### src/rtl/btn_debounce_pair_if.sv
// rtl/btn_debounce_pair_if.sv - raw button inputs and conditioned outputs toward the ALU/LED stage
interface btn_debounce_pair_if;
    logic       btn1;
    logic       btn2;
    logic       btn1_db;
    logic       btn2_db;
    logic       btn1_press;
    logic       btn2_press;
    logic       btn1_release;
    logic       btn2_release;
    logic [1:0] op_sel;
    logic       op_change;

    modport master (
        output btn1, btn2,
        input  btn1_db, btn2_db, btn1_press, btn2_press,
        input  btn1_release, btn2_release, op_sel, op_change
    );

    modport slave (
        input  btn1, btn2,
        output btn1_db, btn2_db, btn1_press, btn2_press,
        output btn1_release, btn2_release, op_sel, op_change
    );
endinterface

### src/rtl/btn_debounce_pair.sv
// rtl/btn_debounce_pair.sv - two-button synchroniser/debouncer producing levels, strobes and ALU op select
module btn_debounce_pair #(
    parameter int CNT_W           = 19,
    parameter int DEBOUNCE_CYCLES = 270000
) (
    input  logic               clk,
    input  logic               rst_n,
    btn_debounce_pair_if.slave bus
);

    typedef enum logic [1:0] {REL, WAIT_P, PRS, WAIT_R} state_t;

    localparam logic [CNT_W-1:0] TERM_CNT = CNT_W'(DEBOUNCE_CYCLES - 1);

    // Index 1 is btn1, index 0 is btn2, matching the bit order of op_sel.
    logic [1:0]       raw;
    logic [1:0]       sync1_q, sync1_d;
    logic [1:0]       sync2_q, sync2_d;
    state_t           state_q [2];
    state_t           state_d [2];
    logic [CNT_W-1:0] cnt_q   [2];
    logic [CNT_W-1:0] cnt_d   [2];
    logic [1:0]       db_q, db_d;
    logic [1:0]       press_q, press_d;
    logic [1:0]       rel_q, rel_d;
    logic [1:0]       op_prev_q, op_prev_d;
    logic             op_change_q, op_change_d;

    assign raw = {bus.btn1, bus.btn2};

    always_comb begin
        sync1_d     = raw;
        sync2_d     = sync1_q;
        db_d        = db_q;
        press_d     = 2'b00;
        rel_d       = 2'b00;
        op_prev_d   = db_q;
        op_change_d = (db_q != op_prev_q);
        for (int i = 0; i < 2; i++) begin
            state_d[i] = state_q[i];
            cnt_d[i]   = cnt_q[i];
            case (state_q[i])
                REL: begin
                    if (!sync2_q[i]) begin
                        state_d[i] = WAIT_P;
                        cnt_d[i]   = '0;
                    end
                end
                WAIT_P: begin
                    if (sync2_q[i]) begin
                        state_d[i] = REL;
                        cnt_d[i]   = '0;
                    end else if (cnt_q[i] == TERM_CNT) begin
                        state_d[i] = PRS;
                        db_d[i]    = 1'b0;
                        press_d[i] = 1'b1;
                    end else begin
                        cnt_d[i] = cnt_q[i] + CNT_W'(1);
                    end
                end
                PRS: begin
                    if (sync2_q[i]) begin
                        state_d[i] = WAIT_R;
                        cnt_d[i]   = '0;
                    end
                end
                WAIT_R: begin
                    if (!sync2_q[i]) begin
                        state_d[i] = PRS;
                        cnt_d[i]   = '0;
                    end else if (cnt_q[i] == TERM_CNT) begin
                        state_d[i] = REL;
                        db_d[i]    = 1'b1;
                        rel_d[i]   = 1'b1;
                    end else begin
                        cnt_d[i] = cnt_q[i] + CNT_W'(1);
                    end
                end
                default: begin
                    state_d[i] = REL;
                    cnt_d[i]   = '0;
                end
            endcase
        end
    end

    always_ff @(posedge clk or negedge rst_n) begin
        if (!rst_n) begin
            sync1_q     <= 2'b11;
            sync2_q     <= 2'b11;
            db_q        <= 2'b11;
            press_q     <= 2'b00;
            rel_q       <= 2'b00;
            op_prev_q   <= 2'b11;
            op_change_q <= 1'b0;
            for (int i = 0; i < 2; i++) begin
                state_q[i] <= REL;
                cnt_q[i]   <= '0;
            end
        end else begin
            sync1_q     <= sync1_d;
            sync2_q     <= sync2_d;
            db_q        <= db_d;
            press_q     <= press_d;
            rel_q       <= rel_d;
            op_prev_q   <= op_prev_d;
            op_change_q <= op_change_d;
            for (int i = 0; i < 2; i++) begin
                state_q[i] <= state_d[i];
                cnt_q[i]   <= cnt_d[i];
            end
        end
    end

    assign bus.btn1_db      = db_q[1];
    assign bus.btn2_db      = db_q[0];
    assign bus.btn1_press   = press_q[1];
    assign bus.btn2_press   = press_q[0];
    assign bus.btn1_release = rel_q[1];
    assign bus.btn2_release = rel_q[0];
    assign bus.op_sel       = db_q;
    assign bus.op_change    = op_change_q;

endmodule

### src/flat_wrapper.sv
// flat-port wrapper written by rule: the top's interface ports become plain ports
module btn_debounce_pair_flat 
#(
    parameter int CNT_W           = 19,
    parameter int DEBOUNCE_CYCLES = 270000
)
  (clk, rst_n, bus_btn1, bus_btn2, bus_btn1_db, bus_btn2_db, bus_btn1_press, bus_btn2_press, bus_btn1_release, bus_btn2_release, bus_op_sel, bus_op_change);
  btn_debounce_pair_if bus_i ();
  input  logic clk;
  input  logic rst_n;
  input wire logic [$bits(bus_i.btn1)-1:0] bus_btn1;
  input wire logic [$bits(bus_i.btn2)-1:0] bus_btn2;
  output wire logic [$bits(bus_i.btn1_db)-1:0] bus_btn1_db;
  output wire logic [$bits(bus_i.btn2_db)-1:0] bus_btn2_db;
  output wire logic [$bits(bus_i.btn1_press)-1:0] bus_btn1_press;
  output wire logic [$bits(bus_i.btn2_press)-1:0] bus_btn2_press;
  output wire logic [$bits(bus_i.btn1_release)-1:0] bus_btn1_release;
  output wire logic [$bits(bus_i.btn2_release)-1:0] bus_btn2_release;
  output wire logic [$bits(bus_i.op_sel)-1:0] bus_op_sel;
  output wire logic [$bits(bus_i.op_change)-1:0] bus_op_change;
  assign bus_i.btn1 = bus_btn1;
  assign bus_i.btn2 = bus_btn2;
  assign bus_btn1_db = bus_i.btn1_db;
  assign bus_btn2_db = bus_i.btn2_db;
  assign bus_btn1_press = bus_i.btn1_press;
  assign bus_btn2_press = bus_i.btn2_press;
  assign bus_btn1_release = bus_i.btn1_release;
  assign bus_btn2_release = bus_i.btn2_release;
  assign bus_op_sel = bus_i.op_sel;
  assign bus_op_change = bus_i.op_change;
  btn_debounce_pair #(.CNT_W(CNT_W), .DEBOUNCE_CYCLES(DEBOUNCE_CYCLES)) u_core (.clk(clk), .rst_n(rst_n), .bus(bus_i));
endmodule
### config.mk
export PLATFORM = sky130hd
export DESIGN_NAME = btn_debounce_pair_flat
export DESIGN_NICKNAME = d
export VERILOG_FILES = /design/src/rtl/btn_debounce_pair_if.sv /design/src/rtl/btn_debounce_pair.sv /design/src/flat_wrapper.sv
export SDC_FILE = /design/constraint.sdc
export NUM_CORES = 1
export LEC_CHECK = 0
export CAP_MARGIN = 10
export CORE_ASPECT_RATIO = 1.1
export CORE_UTILIZATION = 54
export DETAILED_ROUTE_END_ITERATION = 6
export GPL_ROUTABILITY_DRIVEN = 0
export PLACE_DENSITY = 0.75
export SKIP_CTS_REPAIR_TIMING = 1
export SYNTH_ARGS = -nofsm -noshare
export SYNTH_HDL_FRONTEND = slang
export SYNTH_SLANG_ARGS = --single-unit
### constraint.sdc
create_clock -name clk -period 1.74 [get_ports clk]
set_input_delay 0.261 -clock clk [delete_from_list [all_inputs] [get_ports clk]]
set_output_delay 0.261 -clock clk [all_outputs]
set_load 0.02 [all_outputs]
==> flow_metrics.env <==
export IMPL_crit_required_ps=1940
export IMPL_clock_skew_ps=10.6
export IMPL_ys_seq_elements=55
export IMPL_fmax_mhz=563
export IMPL_grt_max_degree=27
export IMPL_dieWidth_um=71.3
export IMPL_first_iter_violations=163
export IMPL_cts_tree="done"
export IMPL_p_total_uw=2190
export IMPL_synth_seq_area_share_pct=48.6
export IMPL_row_count=27
export IMPL_syn_area_per_cell_um2=9.63
export IMPL_ys_warn_count=0
export IMPL_port_buffers=12
export IMPL_grt_pass1_wl_um=9770
export IMPL_timing_final_crit_share_pct=102
export IMPL_syn_area_um2=2850
export IMPL_p_leak_uw=0.00152
export IMPL_worstSetupPathType="flop to flop"
export IMPL_hold_path_class="primary input to flop"
export IMPL_setup_ws_ps=-35.1
export IMPL_synth_xor_xnor_area_share_pct=7.33
export IMPL_p_per_area_nw_per_um2=632
export IMPL_area_delta_synth_final_pct=21.6
export IMPL_synth_ff_type="dfrtp_1"
export IMPL_die_h_um=78.2
export IMPL_wl_per_cell_um=15.2
export IMPL_fp_coreArea_um2=5030
export IMPL_tightest_slew_ps=622
export IMPL_grt_overflow_total=0
export IMPL_drc=1
export IMPL_drive_gt1_share_pct=25.5
export IMPL_synth_area_mux_share_pct=1.93
export IMPL_vias_per_cell=5.94
export IMPL_synth_fp_nets=302
export IMPL_synthAdderAreaFrac_pct=0.878
export IMPL_syn_inst=296
export IMPL_cts_htree_levels=2
export IMPL_clockBufferDepth=2
export IMPL_synth_simple_gate_area_share_pct=25.2
export IMPL_worstPathArrival_ps=1980
export IMPL_root_buffer="clkbuf_8"
export IMPL_die_area_um2=5570
export IMPL_setup_viol=1
export IMPL_synth_top_family_by_area="simple AND/OR/NAND/NOR gates"
export IMPL_slew_headroom_pct=58.5
export IMPL_ant_nets=0
export IMPL_nets=346
export IMPL_violations="design-rule violations, negative setup slack"
export IMPL_clk_insertion_delay_late_ps=320
export IMPL_wirelength_um=6080
export IMPL_grtUsageTotal_pct=22.3
export IMPL_rsz0062_at_grt="true"
export IMPL_finalHoldViolCount=0
export IMPL_min_period_ps=1780
export IMPL_clk_pin_slew_worst_paths_ps=100
export IMPL_end_kind="flop"
export IMPL_nFillCells=356
export IMPL_post_place_ws_ps=-85.9
export IMPL_synth_edff_count=0
export IMPL_synth_compound_gate_area_share_pct=12.5
export IMPL_ir_drop_v=0.000488
export IMPL_clock_sinks=55
export IMPL_ios=13
export IMPL_drv_slew=0
export IMPL_vias=2369
export IMPL_status="finished, violations left"
export IMPL_dr_pass1_iters=6
export IMPL_drv_cap=0
export IMPL_async_flop_share_pct=100
export IMPL_crit_fanout=5
export IMPL_antenna_found_initial=0
export IMPL_ys_types=50
export IMPL_cts_buffers_inserted=5
export IMPL_n_antenna_cell=0
export IMPL_initial_core_util_pct=56.6
export IMPL_grt_pass1_vias=2159
export IMPL_place_hpwl_um=4110
export IMPL_startpoint_type="flop"
-- registers in the layout, indices dropped and copies added (netlist names), named ones only --
| name | count |
|---|---|
| u_core.bus.op_change | 1 |
| u_core.op_prev_q | 2 |
| u_core.sync2_q | 2 |
| u_core.cnt_q | 38 |
| u_core.state_q | 2 |
| u_core.rel_q | 2 |
| u_core.bus.op_sel | 2 |
| u_core.sync1_q | 2 |
| u_core.press_q | 2 |
-- cells in the final DEF, fill, tap and decap left out, drive strengths merged, types with 8 or more instances in the layout --
cell / n
dfstp: 8
nand3: 11
xnor2: 10
a21oi: 11
o21ai: 23
nor2: 31
xor2: 13
buf: 37
nand2: 38
dfrtp: 47
inv: 9
nand4: 12
o22ai: 12
-- through the flow --
step / setup TNS [ps] / hold slack (ps) / util (%) / area, um^2 / cells
final: -35.1 / 341 / 68.9 / 3470 / 399
after global routing: -427 / 329 / 68.9 / 3470 / 399
after CTS: -1260 / -127 / 65.1 / 3280 / 389
after detailed placement: -830 / 217 / 63.3 / 3190 / 381
after global placement: -79.7 / 213 / 63.3 / 3190 / 381
after floorplan: 0 / -34.6 / - / 2850 / 296
-- area by class of cell --
cell class	instances	area (um^2)	share of cell area, %
Clock buffer	5	68.8	1.99
Clock inverter	3	20.0	0.578
Inverter	9	33.8	0.975
Multi-Input combinational cell	220	1460	42.1
Sequential cell	55	1390	40.1
Tap cell	58	72.6	2.09
Timing Repair Buffer	49	422	12.2
-- path summary, 6_finish.rpt --
path	startpoint	endpoint	slack (ps)	cells after the start
max	u_core.cnt_q[36]	flop	-40	5
min	bus_btn1	u_core.sync1_q[1]	340	1
max reg2reg	u_core.cnt_q[36]	flop	-40	5
min reg2reg	u_core.sync1_q[0]	u_core.sync2_q[0]	360	0
max in group asynchronous	rst_n	u_core.sync1_q[1]	750	3
min in group asynchronous	rst_n	u_core.cnt_q[26]	390	2
-- cell families after synthesis --
group	count (synthesis)
buf+inv	21
xor+xnor	23
compound gates	60
flops	55
fa+ha+maj	2
simple gates	130
mux	5
-- power by group --
group / internal (uW) / switching [uW] / total (uW)
combinational: 67.6 / 95.5 / 163
clock: 281 / 434 / 715
sequential: 1300 / 17.7 / 1310
-- critical path, stage by stage (launching register included) --
cell	delay [ps]
dfrtp_1	430
nor4b_2	320
nand4_2	270
nor2_4	240
nand2_2	100
mux2_4	300
-- cells in the mapped netlist, types with 2 or more instances --
cell | instances | area [um^2]
dfrtp_1 | 47 | 1180
nand2_1 | 38 | 143
nor2_1 | 30 | 113
o21ai_0 | 21 | 105
xor2_1 | 13 | 114
o22ai_1 | 12 | 75.1
a21oi_1 | 11 | 55.1
nand3_1 | 10 | 50.1
nand4_1 | 10 | 62.6
inv_1 | 9 | 33.8
xnor2_1 | 9 | 78.8
dfstp_2 | 8 | 210
nor3_1 | 6 | 30.0
and3_1 | 5 | 31.3
and4_1 | 5 | 43.8
and2_1 | 4 | 25.0
buf_2 | 4 | 20.0
buf_4 | 4 | 30.0
mux2i_1 | 4 | 40.0
or3_1 | 4 | 25.0
a31oi_1 | 3 | 18.8
clkbuf_1 | 3 | 11.3
nor4b_2 | 3 | 45.0
ha_1 | 2 | 25.0
nand2b_1 | 2 | 12.5
nand4_2 | 2 | 25.0
nor3b_1 | 2 | 15.0
o211ai_1 | 2 | 15.0
o31ai_1 | 2 | 15.0
-- layer usage --
layer  wire, um  part of all wire [%]  track usage, %  vias up
li1           -                     -               -     1138
met1       2810                    46            31.3     1158
met3        270                   4.4            4.49        7
met5          0                     0               0        -
met2       2910                    48            34.3       66
met4         86                   1.4            7.80        0
Note: power is estimated with default switching activity, not from simulation.
